===== config.mk =====
export PLATFORM = sky130hd
export DESIGN_NAME = rx_stream_dispatcher
export DESIGN_NICKNAME = d
export VERILOG_FILES = /design/src/rtl/rx_dispatch_pkg.sv /design/src/rtl/rx_frame_counter.sv /design/src/rtl/rx_stream_dispatcher.sv
export SDC_FILE = /design/constraint.sdc
export NUM_CORES = 1
export LEC_CHECK = 0
export ABC_AREA = 0
export BUFFER_PORTS_ARGS = -buffer_cell sky130_fd_sc_hd__buf_2
export CORE_ASPECT_RATIO = 1.1
export CORE_MARGIN = 10
export CORE_UTILIZATION = 52
export DETAILED_ROUTE_END_ITERATION = 16
export PLACE_DENSITY_LB_ADDON = 0.1
export SKIP_CTS_REPAIR_TIMING = 1
export SKIP_LAST_GASP = 1
export SLEW_MARGIN = 5
export SYNTH_ARGS = -nofsm -noshare
export SYNTH_HDL_FRONTEND = slang
export SYNTH_SLANG_ARGS = --single-unit

===== constraint.sdc =====
create_clock -name clk -period 2.15 [get_ports clk]
set_input_delay 0.1075 -clock clk [delete_from_list [all_inputs] [get_ports clk]]
set_output_delay 0.1075 -clock clk [all_outputs]
set_load 0.005 [all_outputs]

===== src/rtl/rx_dispatch_pkg.sv =====
// Shared constants for the receive stream dispatcher: channel count,
// FSM state encoding and the default header magic value.
package rx_dispatch_pkg;

    localparam int unsigned NUM_CH = 4;

    localparam logic [5:0] DEFAULT_HDR_MAGIC = 6'h28;

    typedef enum logic [1:0] {
        ST_IDLE    = 2'd0,
        ST_FORWARD = 2'd1,
        ST_DROP    = 2'd2
    } disp_state_e;

    // True when the upper six bits of a header byte carry the expected magic.
    function automatic logic hdr_magic_ok(input logic [7:0] hdr, input logic [5:0] magic);
        return (hdr[7:2] == magic);
    endfunction

endpackage


===== src/rtl/rx_frame_counter.sv =====
// Frame event counter: increments on inc, either saturating at all-ones
// or wrapping modulo 2^CNT_W depending on SATURATE.
module rx_frame_counter #(
    parameter int unsigned CNT_W    = 16,
    parameter bit          SATURATE = 1'b0
) (
    input  logic             clk,
    input  logic             rst,
    input  logic             inc,
    output logic [CNT_W-1:0] cnt_q
);

    logic [CNT_W-1:0] cnt_d;

    // Next count: hold, increment, or hold at all-ones when saturating.
    always_comb begin
        cnt_d = cnt_q;
        if (inc) begin
            if (SATURATE && (cnt_q == {CNT_W{1'b1}})) begin
                cnt_d = cnt_q;
            end else begin
                cnt_d = cnt_q + {{(CNT_W-1){1'b0}}, 1'b1};
            end
        end else begin
            cnt_d = cnt_q;
        end
    end

    // Count register with synchronous reset to zero.
    always_ff @(posedge clk) begin
        if (rst) begin
            cnt_q <= {CNT_W{1'b0}};
        end else begin
            cnt_q <= cnt_d;
        end
    end

endmodule


===== src/rtl/rx_stream_dispatcher.sv =====
// Receive stream dispatcher: parses the first byte of each frame as a
// header (magic + channel select), then forwards the payload to the
// selected channel one cycle later, or silently discards the frame.
module rx_stream_dispatcher
    import rx_dispatch_pkg::*;
#(
    parameter logic [5:0]  HDR_MAGIC = DEFAULT_HDR_MAGIC,
    parameter int unsigned CNT_W     = 16
) (
    input  logic             clk,
    input  logic             rst,
    input  logic [7:0]       recv_data,
    input  logic             recv_datav,
    input  logic             recv_error,
    input  logic             recv_last,
    input  logic             ch0_ready,
    input  logic             ch1_ready,
    input  logic             ch2_ready,
    input  logic             ch3_ready,
    output logic [7:0]       ch0_data,
    output logic             ch0_datavalid,
    output logic             ch0_error,
    output logic             ch0_last,
    output logic [7:0]       ch1_data,
    output logic             ch1_datavalid,
    output logic             ch1_error,
    output logic             ch1_last,
    output logic [7:0]       ch2_data,
    output logic             ch2_datavalid,
    output logic             ch2_error,
    output logic             ch2_last,
    output logic [7:0]       ch3_data,
    output logic             ch3_datavalid,
    output logic             ch3_error,
    output logic             ch3_last,
    output logic [CNT_W-1:0] drop_cnt,
    output logic [CNT_W-1:0] ch0_frame_cnt,
    output logic [CNT_W-1:0] ch1_frame_cnt,
    output logic [CNT_W-1:0] ch2_frame_cnt,
    output logic [CNT_W-1:0] ch3_frame_cnt,
    output logic [1:0]       dispatcher_state
);

    disp_state_e state_q, state_d;
    logic [1:0]  sel_q, sel_d;

    logic [NUM_CH-1:0][7:0] data_q, data_d;
    logic [NUM_CH-1:0]      datavalid_q, datavalid_d;
    logic [NUM_CH-1:0]      error_q, error_d;
    logic [NUM_CH-1:0]      last_q, last_d;

    logic [NUM_CH-1:0]      ready_s;
    logic [1:0]             hdr_sel_s;
    logic                   drop_inc_s;
    logic [NUM_CH-1:0]      frame_inc_s;
    logic [NUM_CH-1:0][CNT_W-1:0] frame_cnt_s;

    assign ready_s   = {ch3_ready, ch2_ready, ch1_ready, ch0_ready};
    assign hdr_sel_s = recv_data[1:0];

    // Next-state, channel latch, per-channel output and counter-increment logic.
    always_comb begin
        state_d     = state_q;
        sel_d       = sel_q;
        data_d      = '0;
        datavalid_d = 4'b0000;
        error_d     = 4'b0000;
        last_d      = 4'b0000;
        drop_inc_s  = 1'b0;
        frame_inc_s = 4'b0000;

        case (state_q)
            ST_IDLE: begin
                if (recv_datav) begin
                    if (recv_last) begin
                        // Empty frame: header only, nothing to deliver.
                        drop_inc_s = 1'b1;
                        state_d    = ST_IDLE;
                    end else if (hdr_magic_ok(recv_data, HDR_MAGIC) && !recv_error &&
                                 ready_s[hdr_sel_s]) begin
                        sel_d   = hdr_sel_s;
                        state_d = ST_FORWARD;
                    end else begin
                        state_d = ST_DROP;
                    end
                end else begin
                    state_d = ST_IDLE;
                end
            end
            ST_FORWARD: begin
                if (recv_datav) begin
                    datavalid_d[sel_q] = 1'b1;
                    data_d[sel_q]      = recv_data;
                    error_d[sel_q]     = recv_error;
                    last_d[sel_q]      = recv_last;
                    if (recv_last) begin
                        frame_inc_s[sel_q] = 1'b1;
                        state_d            = ST_IDLE;
                    end else begin
                        state_d = ST_FORWARD;
                    end
                end else begin
                    state_d = ST_FORWARD;
                end
            end
            ST_DROP: begin
                if (recv_datav && recv_last) begin
                    drop_inc_s = 1'b1;
                    state_d    = ST_IDLE;
                end else begin
                    state_d = ST_DROP;
                end
            end
            default: begin
                state_d = ST_IDLE;
            end
        endcase
    end

    // State, latched channel and registered channel outputs.
    always_ff @(posedge clk) begin
        if (rst) begin
            state_q     <= ST_IDLE;
            sel_q       <= 2'd0;
            data_q      <= '0;
            datavalid_q <= 4'b0000;
            error_q     <= 4'b0000;
            last_q      <= 4'b0000;
        end else begin
            state_q     <= state_d;
            sel_q       <= sel_d;
            data_q      <= data_d;
            datavalid_q <= datavalid_d;
            error_q     <= error_d;
            last_q      <= last_d;
        end
    end

    rx_frame_counter #(
        .CNT_W    (CNT_W),
        .SATURATE (1'b1)
    ) u_drop_cnt (
        .clk   (clk),
        .rst   (rst),
        .inc   (drop_inc_s),
        .cnt_q (drop_cnt)
    );

    for (genvar gi = 0; gi < NUM_CH; gi++) begin : g_frame_cnt
        rx_frame_counter #(
            .CNT_W    (CNT_W),
            .SATURATE (1'b0)
        ) u_frame_cnt (
            .clk   (clk),
            .rst   (rst),
            .inc   (frame_inc_s[gi]),
            .cnt_q (frame_cnt_s[gi])
        );
    end

    assign ch0_data      = data_q[0];
    assign ch0_datavalid = datavalid_q[0];
    assign ch0_error     = error_q[0];
    assign ch0_last      = last_q[0];
    assign ch1_data      = data_q[1];
    assign ch1_datavalid = datavalid_q[1];
    assign ch1_error     = error_q[1];
    assign ch1_last      = last_q[1];
    assign ch2_data      = data_q[2];
    assign ch2_datavalid = datavalid_q[2];
    assign ch2_error     = error_q[2];
    assign ch2_last      = last_q[2];
    assign ch3_data      = data_q[3];
    assign ch3_datavalid = datavalid_q[3];
    assign ch3_error     = error_q[3];
    assign ch3_last      = last_q[3];

    assign ch0_frame_cnt = frame_cnt_s[0];
    assign ch1_frame_cnt = frame_cnt_s[1];
    assign ch2_frame_cnt = frame_cnt_s[2];
    assign ch3_frame_cnt = frame_cnt_s[3];

    assign dispatcher_state = state_q;

endmodule


==> reports/qor.csv, run 1 <==
stage,metric,value,unit
sta,Slew HR,0.387,
sta,final setup vio count,0,
global_routing,gr usage total,0.182,
hold_path,worst min-delay path class,in -> reg,
finish,"commonest cells after routing, fill and taps aside","142 x buf_2, 128 x dfxtp_1, 46 x nor2_1",
clocking,Worst-Skew Late Latency,0.52,ns
finish,Area growth syn-to-layout,31.5,%
synthesis,Post-synth top flop,dfxtp_1,
finish,Final Util,0.691,
critical_path,WP data arrival,2.46,ns
clocking,Sink Count,128,
placed_design,gp weighted congestion,0.765,
finish,multi-input combinational cell area,2430,µm²
critical_path,R2R depth,5,
placed_design,Port-buffer cells,142,
critical_path,Critical Path Source Type,register,
sta,clock skew,0.00703,ns
finish,share of cells above drive strength 1,0.276,
clocking,worst-case clock buffer depth,2,
clocking,CTS tree,yes,
sta,max-slew violations,0,
route,# DRC,0,
job,number of max-cap violations,0,
clocking,Worst-path clk slew,0.06,ns
synthesis,"EDFF count, synth",0,
route,drt wl/cell,15.7,µm
route,first-pass iteration count of the detailed router,4,
die,die area,14300,µm²
finish,"most common cell after layout, fill and taps aside",buf_2,
route,initial DRC count,218,
synthesis,Yosys Warn Count,0,
critical_path,crit path max fanout,30,
sta,actual slew at the worst max-slew pin,0.919,ns
power,VDD IR max,0.000508,V
global_routing,number of global-route vias before repair,4539,
finish,post-route cell area,6770,µm²
synthesis,register area share after synthesis,0.497,
clocking,CTS Buf Count,17,
critical_path,CP endpoint kind,register,
finish,Final nets,749,
outcome,outcome,completed,
die,I/O pin count,143,
placed_design,HPWL Detailed,9.58,mm
critical_path,R2R Setup Slk,0.13,ns
synthesis,synthesized area per cell,9.25,µm²
route,vias per inst,5.51,
global_routing,largest net degree at the start of global routing,90,
sta,Fin. Hold Viols,0,
critical_path,Critical Path RT,2.59,ns
clocking,H-Tree Depth,4,
finish,number of diodes,0,
synthesis,#FFs+latches synth,128,
global_routing,initial antenna violation count,0,
sta,Final Cycle Share,0.941,
critical_path,Crit. Startpoint,dispatcher_state[0]$_SDFF_PP0_,
sta,hold_ws,0.0670,ns
finish,Fill cells,790,
sta,crit path time final,2.02,ns
hold_path,hold_sp,rst,
sta,Max Freq,0.494,GHz
route,Final ANT Viol Nets,0,
critical_path,reg-to-reg startpoint,dispatcher_state[0]$_SDFF_PP0_,
synthesis,Synth Cell Area,5150,µm²
finish,Reg area,2560,µm²
die,Initial Util,0.526,
route,via count,4738,
die,Die H,124,µm
placed_design,placed cell area,6080,µm²
synthesis,Yosys cell types,41,
global_routing,first-pass GRT wire length,21.7,mm
die,Core ar.,9790,µm²
synthesis,ys async rst share,0,
hold_path,hold path cells,4,
critical_path,CP Class,reg -> reg,
power,leak pwr,2.83,nW
power,Cell Pwr Density,768,nW/µm²
die,# rows,38,
synthesis,Mapped Nets,579,
clocking,Root Buffer,clkbuf_8,
global_routing,global route overflow,0,
synthesis,cell count after synthesis,557,
route,Total Wirelength,13.5,mm
die,Die X,115,µm
-- critical path, stage by stage (launching register included) --
cell,delay (ns)
dfxtp_1,0.37
nand4b_4,0.14
buf_4,0.25
or3_1,0.50
or4_1,0.52
a21oi_1,0.16
-- routing by layer --
| metal | part of all wire | up-vias | wire [µm] | GRT usage |
|---|---|---|---|---|
| met5 | 0 | - | 0 | 0 |
| met4 | 0.021 | 0 | 276 | 0.0809 |
| met3 | 0.078 | 26 | 1040 | 0.0674 |
| met2 | 0.49 | 140 | 6650 | 0.305 |
| met1 | 0.41 | 2211 | 5490 | 0.199 |
| li1 | - | 2361 | - | - |
-- final timing paths --
check	end
min reg2reg	g_frame_cnt[2].u_frame_cnt.cnt_q[15]$_SDFFE_PP0P_
min	datavalid_q[2]$_SDFF_PP0_
max	g_frame_cnt[0].u_frame_cnt.cnt_q[12]$_SDFFE_PP0P_
max reg2reg	g_frame_cnt[0].u_frame_cnt.cnt_q[12]$_SDFFE_PP0P_
-- sequential cells by signal (all words and copies together), names as in the netlist, 4 cells and up --
name and flops:
ch1_data 8, g_frame_cnt.u_frame_cnt.cnt_q 64, u_drop_cnt.cnt_q 16, ch0_data 8, error_q 4, datavalid_q 4, ch2_data 8, ch3_data 8
last_q 4
-- logic make-up (layout without fill, tap and decap cells) --
family / Yosys count / after routing / synth area share
fa+ha+maj: 5 / 5 / 0.0121
mux: 7 / 7 / 0.0163
flops: 128 / 128 / 0.497
compound gates: 90 / 90 / 0.103
buf+inv: 42 / 225 / 0.0323
simple gates: 252 / 252 / 0.282
xor+xnor: 33 / 33 / 0.0561
-- power breakdown --
part	leakage [nW]	internal (W)	total [W]	switching (W)
clock network	0.284	0.00162	0.00272	0.00110
logic	1.51	0.0000444	0.000105	0.0000604
registers	1.03	0.00238	0.00238	0.00000402
-- cell usage after synthesis, drive strengths merged (4+ instances only) --
master	instances	area, µm²
o21ai	23	115
o31ai	16	120
and2	36	225
xor2	4	35.0
or3	32	200
ha	5	62.6
nand2	24	90.1
and4	7	61.3
o41ai	4	42.6
xnor2	29	254
nor4	18	113
inv	15	56.3
nor3	13	65.1
or4	19	143
nand4	15	93.8
dfxtp	128	2560
nand3	24	120
mux2i	5	50.1
clkbuf	19	71.3
nor2	46	173
a21oi	41	205
buf	7	35.0
-- cell type report --
cell class / count / share of cell area
Sequential cell: 128 / 0.378
Tap cell: 120 / 0.0222
Clock buffer: 19 / 0.0652
Multi-Input combinational cell: 387 / 0.358
Clock inverter: 13 / 0.0188
Timing Repair Buffer: 177 / 0.148
Inverter: 16 / 0.00887
-- metrics by stage --
step                total power [W]   TNS, ns  setup slack [ns]  instances
global placement            0.00252         0             0.220        816
floorplan                   0.00248         0             0.263        557
finish                      0.00520         0             0.127        860
CTS                         0.00523         0             0.113        848
detailed placement          0.00252         0             0.160        816
global route                0.00536  -0.00161          -0.00161        860
(Power assumes the default switching activity.)
==> run 2: changes to the inputs <==
Settings changed: MAX_ROUTING_LAYER set to met4, PLACE_DENSITY set to 0.79, PLACE_DENSITY_LB_ADDON 0.1 to not set, RECOVER_POWER set to 50.
==> reports/qor.csv, run 2 (synthesized netlist as in run 1, its figures left out) <==
stage,metric,value,unit
power,Sw Ratio,0.231,
finish,Fill cells,815,
power,VDD IR max,0.000465,V
finish,biggest regs,"g_frame_cnt.u_frame_cnt.cnt_q: 64 flops, u_drop_cnt.cnt_q: 16 flops",
finish,Final Util,0.679,
sta,max-slew violations,0,
power,Clock Power Share,0.525,
route,metal3 WL,923,µm
route,routed wl met2,7.32,mm
route,# DRC,0,
finish,"commonest cells after routing, fill and taps aside","128 x dfxtp_1, 86 x clkbuf_1, 56 x buf_2",
sta,Slew HR,0.388,
clocking,Root Buffer,clkbuf_8,
global_routing,largest net degree at the start of global routing,90,
placed_design,DP Worst Slack,0.174,ns
power,leak pwr,2.43,nW
sta,crit path time final,2.02,ns
critical_path,crit-path max cell delay,0.53,ns
critical_path,CP Class,reg -> reg,
sta,Fin. Hold Viols,0,
placed_design,HPWL Detailed,9.98,mm
global_routing,initial antenna violation count,1,
power,Gate power share,0.020,
clocking,CTS tree,yes,
hold_path,worst min-delay path class,in -> reg,
sta,final setup vio count,0,
route,drt wl/cell,16.5,µm
critical_path,"Cell Chain, Critical Path","buf_4, nor4bb_1, nand2_1, nor2_1, and2_1",
power,register share of total power,0.455,
die,I/O pin count,143,
critical_path,Critical Path RT,2.62,ns
die,Initial Util,0.526,
sta,actual slew at the worst max-slew pin,0.918,ns
route,first-pass iteration count of the detailed router,4,
global_routing,number of global-route vias before repair,4536,
die,# rows,38,
sta,RSZ-0062 raised after global routing,yes,
global_routing,gr usage total,0.196,
route,initial DRC count,324,
route,Final ANT Viol Nets,0,
global_routing,first-pass GRT wire length,22.4,mm
die,Core ar.,9790,µm²
finish,Final nets,746,
placed_design,Port-buffer cells,142,
route,via count,4745,
power,Cell Pwr Density,787,nW/µm²
job,number of max-cap violations,0,
outcome,outcome,completed,
finish,flip-flop count of the largest register after layout,64,
finish,share of cells above drive strength 1,0.157,
route,Total Wirelength,14.1,mm
critical_path,WP data arrival,2.48,ns
die,die area,14300,µm²
placed_design,gp weighted congestion,0.845,
critical_path,Crit-path slowest cell,nor4bb_1,
global_routing,global route overflow,0,
sta,clock skew,0.0107,ns
finish,Top reg by flops,g_frame_cnt.u_frame_cnt.cnt_q,
finish,Area growth syn-to-layout,29.1,%
clocking,worst-case clock buffer depth,2,
clocking,H-Tree Depth,4,
critical_path,crit path max fanout,10,
die,Die H,124,µm
sta,Max Freq,0.496,GHz
power,Sw Pwr,0.00121,W
clocking,Worst-Skew Late Latency,0.53,ns
power,Final Power,0.00523,W
critical_path,CP endpoint kind,register,
route,vias per inst,5.53,
clocking,Sink Count,128,
sta,Final Cycle Share,0.938,
clocking,Worst-path clk slew,0.06,ns
die,Die X,115,µm
clocking,CTS Buf Count,17,
route,wl on met1,5.66,mm
finish,"most common cell after layout, fill and taps aside",dfxtp_1,
power,Int Power,0.00402,W
critical_path,Critical Path Source Type,register,
sta,worst setup margin,0.134,ns
route,top sig layer,met4,
-- run 2: changes by cell type in the layout (fill, tap and decap cells not counted), sizes merged --
cell	delta
dlygate4sd3	-1
clkinv	-3
clkinvlp	+2
diode	+1
clkbuf	+85
buf	-88
inv	+2
-- run 2: cell type report --
type | count | area [µm²] | share of cell area
inverters | 16 | 60.1 | 0.00903
repair buffers | 174 | 871 | 0.131
clock inverters | 14 | 146 | 0.0220
diodes | 1 | 2.50 | 0.000376
flip-flops and latches | 128 | 2560 | 0.385
multi-input cells | 387 | 2430 | 0.365
well taps | 120 | 150 | 0.0226
clock buffers | 18 | 428 | 0.0644
-- run 2: layer usage --
metal	vias up	global-route usage
li1	2344	-
met1	2249	0.212
met2	133	0.328
met3	19	0.0641
met4	0	0.0627
met5	-	-
-- run 2: per-stage QoR --
| step | hold slack [ns] | area, µm² | std cells | TNS (ns) |
|---|---|---|---|---|
| final | 0.0938 | 6650 | 858 | 0 |
| after global routing | 0.109 | 6650 | 858 | -0.000337 |
| after detailed placement | 0.364 | 6060 | 814 | 0 |
| after CTS | -0.181 | 6640 | 846 | 0 |
| after global placement | 0.356 | 6060 | 814 | 0 |
| after floorplan | 0.220 | 5150 | 557 | 0 |
-- run 2: path summary, 6_finish.rpt --
kind | slack, ns | startpoint | end | cells past startpoint
worst max-delay path | 0.13 | dispatcher_state[0]$_SDFF_PP0_ | ch3_data[2]$_SDFF_PP0_ | 5
worst min-delay path | 0.09 | rst | datavalid_q[2]$_SDFF_PP0_ | 4
worst max register to register | 0.13 | dispatcher_state[0]$_SDFF_PP0_ | ch3_data[2]$_SDFF_PP0_ | 5
worst min register to register | 0.48 | g_frame_cnt[0].u_frame_cnt.cnt_q[15]$_SDFFE_PP0P_ | g_frame_cnt[0].u_frame_cnt.cnt_q[15]$_SDFFE_PP0P_ | 2
-- run 2: power by group through the flow --
stage | Combinational (W) | Clock [W] | Sequential [W]
after floorplan | 0.0000451 | 0 | 0.00243
after global placement | 0.0000859 | 0 | 0.00243
after detailed placement | 0.0000884 | 0 | 0.00243
after CTS | 0.0000893 | 0.00278 | 0.00238
after global routing | 0.000115 | 0.00290 | 0.00238
final | 0.000106 | 0.00275 | 0.00238
-- run 2: worst max-delay path: cells and delay by family (launching register included) --
kind	cells	cell delay (ns)
buf+inv	1	0.17
flops	1	0.39
simple gates	4	1.40
==> run 3: changes to the inputs <==
Settings changed: BUFFER_PORTS_ARGS -buffer_cell sky130_fd_sc_hd__buf_2 to not set, CORE_UTILIZATION 52 to 62, DONT_BUFFER_PORTS set to 1, PLACE_DENSITY 0.79 to 0.78, SLEW_MARGIN 5 to 20.
==> reports/qor.csv, run 3 (synthesized netlist as in run 1, its figures left out) <==
stage,metric,value,unit
sta,worst setup margin,0.147,ns
die,# rows,34,
clocking,Worst-path clk slew,0.07,ns
die,I/O pin count,143,
power,VDD IR max,0.000673,V
critical_path,R2R depth,5,
route,drt wl/cell,18.8,µm
clocking,worst-case clock buffer depth,2,
critical_path,R2R Setup Slk,0.15,ns
finish,biggest regs,"g_frame_cnt.u_frame_cnt.cnt_q: 64 flops, u_drop_cnt.cnt_q: 16 flops",
sta,Final Cycle Share,0.932,
clocking,Root Buffer,clkbuf_8,
placed_design,DP Worst Slack,0.166,ns
sta,RSZ-0062 raised after global routing,no,
critical_path,CP Class,reg -> reg,
power,Cell Pwr Density,876,nW/µm²
global_routing,largest net degree at the start of global routing,91,
sta,hold_ws,-0.0206,ns
clocking,Sink Count,128,
critical_path,r2r endpoint,g_frame_cnt[3].u_frame_cnt.cnt_q[9]$_SDFFE_PP0P_,
critical_path,crit path max fanout,12,
finish,Top reg by flops,g_frame_cnt.u_frame_cnt.cnt_q,
clocking,H-Tree Depth,4,
global_routing,first-pass GRT wire length,20.6,mm
sta,Fin. Hold Viols,2,
finish,Reg area,2560,µm²
finish,multi-input combinational cell area,2420,µm²
critical_path,reg-to-reg startpoint,dispatcher_state[1]$_SDFF_PP0_,
finish,number of diodes,0,
finish,"most common cell after layout, fill and taps aside",dfxtp_1,
sta,crit path time final,2.00,ns
finish,share of cells above drive strength 1,0.0899,
route,initial DRC count,149,
finish,flip-flop count of the largest register after layout,64,
critical_path,CP endpoint kind,register,
outcome,failing checks,hold timing,
die,Die H,116,µm
die,die area,12400,µm²
global_routing,gr usage total,0.212,
global_routing,global route overflow,0,
global_routing,number of global-route vias before repair,4108,
finish,Area growth syn-to-layout,18.0,%
power,leak pwr,2.05,nW
sta,Slew HR,0.578,
hold_path,worst min-delay path class,in -> reg,
global_routing,initial antenna violation count,0,
sta,final setup vio count,0,
route,first-pass iteration count of the detailed router,4,
sta,max-slew violations,0,
placed_design,HPWL Detailed,9.39,mm
die,Initial Util,0.644,
route,# DRC,0,
sta,Max Freq,0.499,GHz
sta,actual slew at the worst max-slew pin,0.631,ns
critical_path,Critical Path End,g_frame_cnt[3].u_frame_cnt.cnt_q[9]$_SDFFE_PP0P_,
placed_design,gp weighted congestion,0.795,
critical_path,Critical Path Source Type,register,
clocking,Worst-Skew Late Latency,0.51,ns
outcome,outcome,finished with violations,
finish,Fill cells,583,
critical_path,Critical Path RT,2.58,ns
route,Total Wirelength,13.4,mm
finish,post-route cell area,6080,µm²
sta,final setup TNS,0,ns
clocking,CTS tree,yes,
sta,clock skew,0.00725,ns
finish,Final nets,610,
placed_design,placed cell area,5370,µm²
critical_path,WP data arrival,2.44,ns
finish,"commonest cells after routing, fill and taps aside","128 x dfxtp_1, 46 x nor2_1, 41 x a21oi_1",
job,number of max-cap violations,0,
route,Final ANT Viol Nets,0,
route,vias per inst,6.07,
clocking,CTS Buf Count,17,
critical_path,Crit. Startpoint,dispatcher_state[1]$_SDFF_PP0_,
route,via count,4307,
placed_design,Port-buffer cells,0,
die,Core ar.,8000,µm²
die,Die X,107,µm
-- run 3: cell types whose count changed in the layout (fill, tap and decap cells not counted), sizes merged --
| cell | previous run | this run |
|---|---|---|
| diode | 1 | 0 |
| clkbuf | 104 | 27 |
| buf | 77 | 16 |
| clkinvlp | 2 | 0 |
| dlygate4sd3 | 11 | 12 |
| inv | 23 | 26 |
-- run 3: layer usage --
metal / share of wire / vias up / track usage / wire length [µm]
li1: - / 2086 / - / -
met1: 0.39 / 2034 / 0.221 / 5190
met2: 0.50 / 159 / 0.349 / 6660
met3: 0.090 / 28 / 0.0850 / 1200
met4: 0.022 / 0 / 0.0976 / 300
met5: 0 / - / - / 0
-- run 3: area by class of cell --
| cell class | instances | share of cell area |
|---|---|---|
| flip-flops and latches | 128 | 0.422 |
| multi-input cells | 387 | 0.399 |
| clock buffers | 17 | 0.0681 |
| repair buffers | 38 | 0.0490 |
| clock inverters | 15 | 0.0305 |
| well taps | 108 | 0.0222 |
| inverters | 16 | 0.00988 |
-- run 3: worst min-delay path by stage --
stage                 start                                to  slack [ns]  depth (start not counted)
6_report       recv_data[4]    dispatcher_state[0]$_SDFF_PP0_       -0.02                          3
5_1_grt           recv_last             sel_q[0]$_SDFFE_PP0P_       0.005                          4
4_1_cts                 rst  u_drop_cnt.cnt_q[2]$_SDFFE_PP0P_       -0.35                          1
3_5_place_dp            rst  u_drop_cnt.cnt_q[2]$_SDFFE_PP0P_        0.19                          1
3_3_place_gp            rst  u_drop_cnt.cnt_q[2]$_SDFFE_PP0P_        0.19                          1
2_1_floorplan     recv_last    dispatcher_state[1]$_SDFF_PP0_        0.22                          1
-- run 3: where the power goes --
group	internal, W	switching (W)	leakage, nW
registers	0.00237	0.00000322	1.03
logic	0.0000358	0.0000552	0.726
clock network	0.00162	0.00123	0.297
total	0.00403	0.00129	2.05
-- run 3: metrics by stage --
step            util  instances  total power (W)
2_1_floorplan      -        557          0.00248
3_3_place_gp   0.671        664          0.00246
3_5_place_dp   0.671        664          0.00247
4_1_cts        0.746        696          0.00530
5_1_grt        0.760        709          0.00547
6_report       0.760        709          0.00532
-- run 3: worst max-delay path, stage by stage, from the launching register on --
cell	delay, ns
dfxtp_1	0.31
nand4b_4	0.26
or4_1	0.65
buf_4	0.19
or3_1	0.33
a21oi_1	0.19
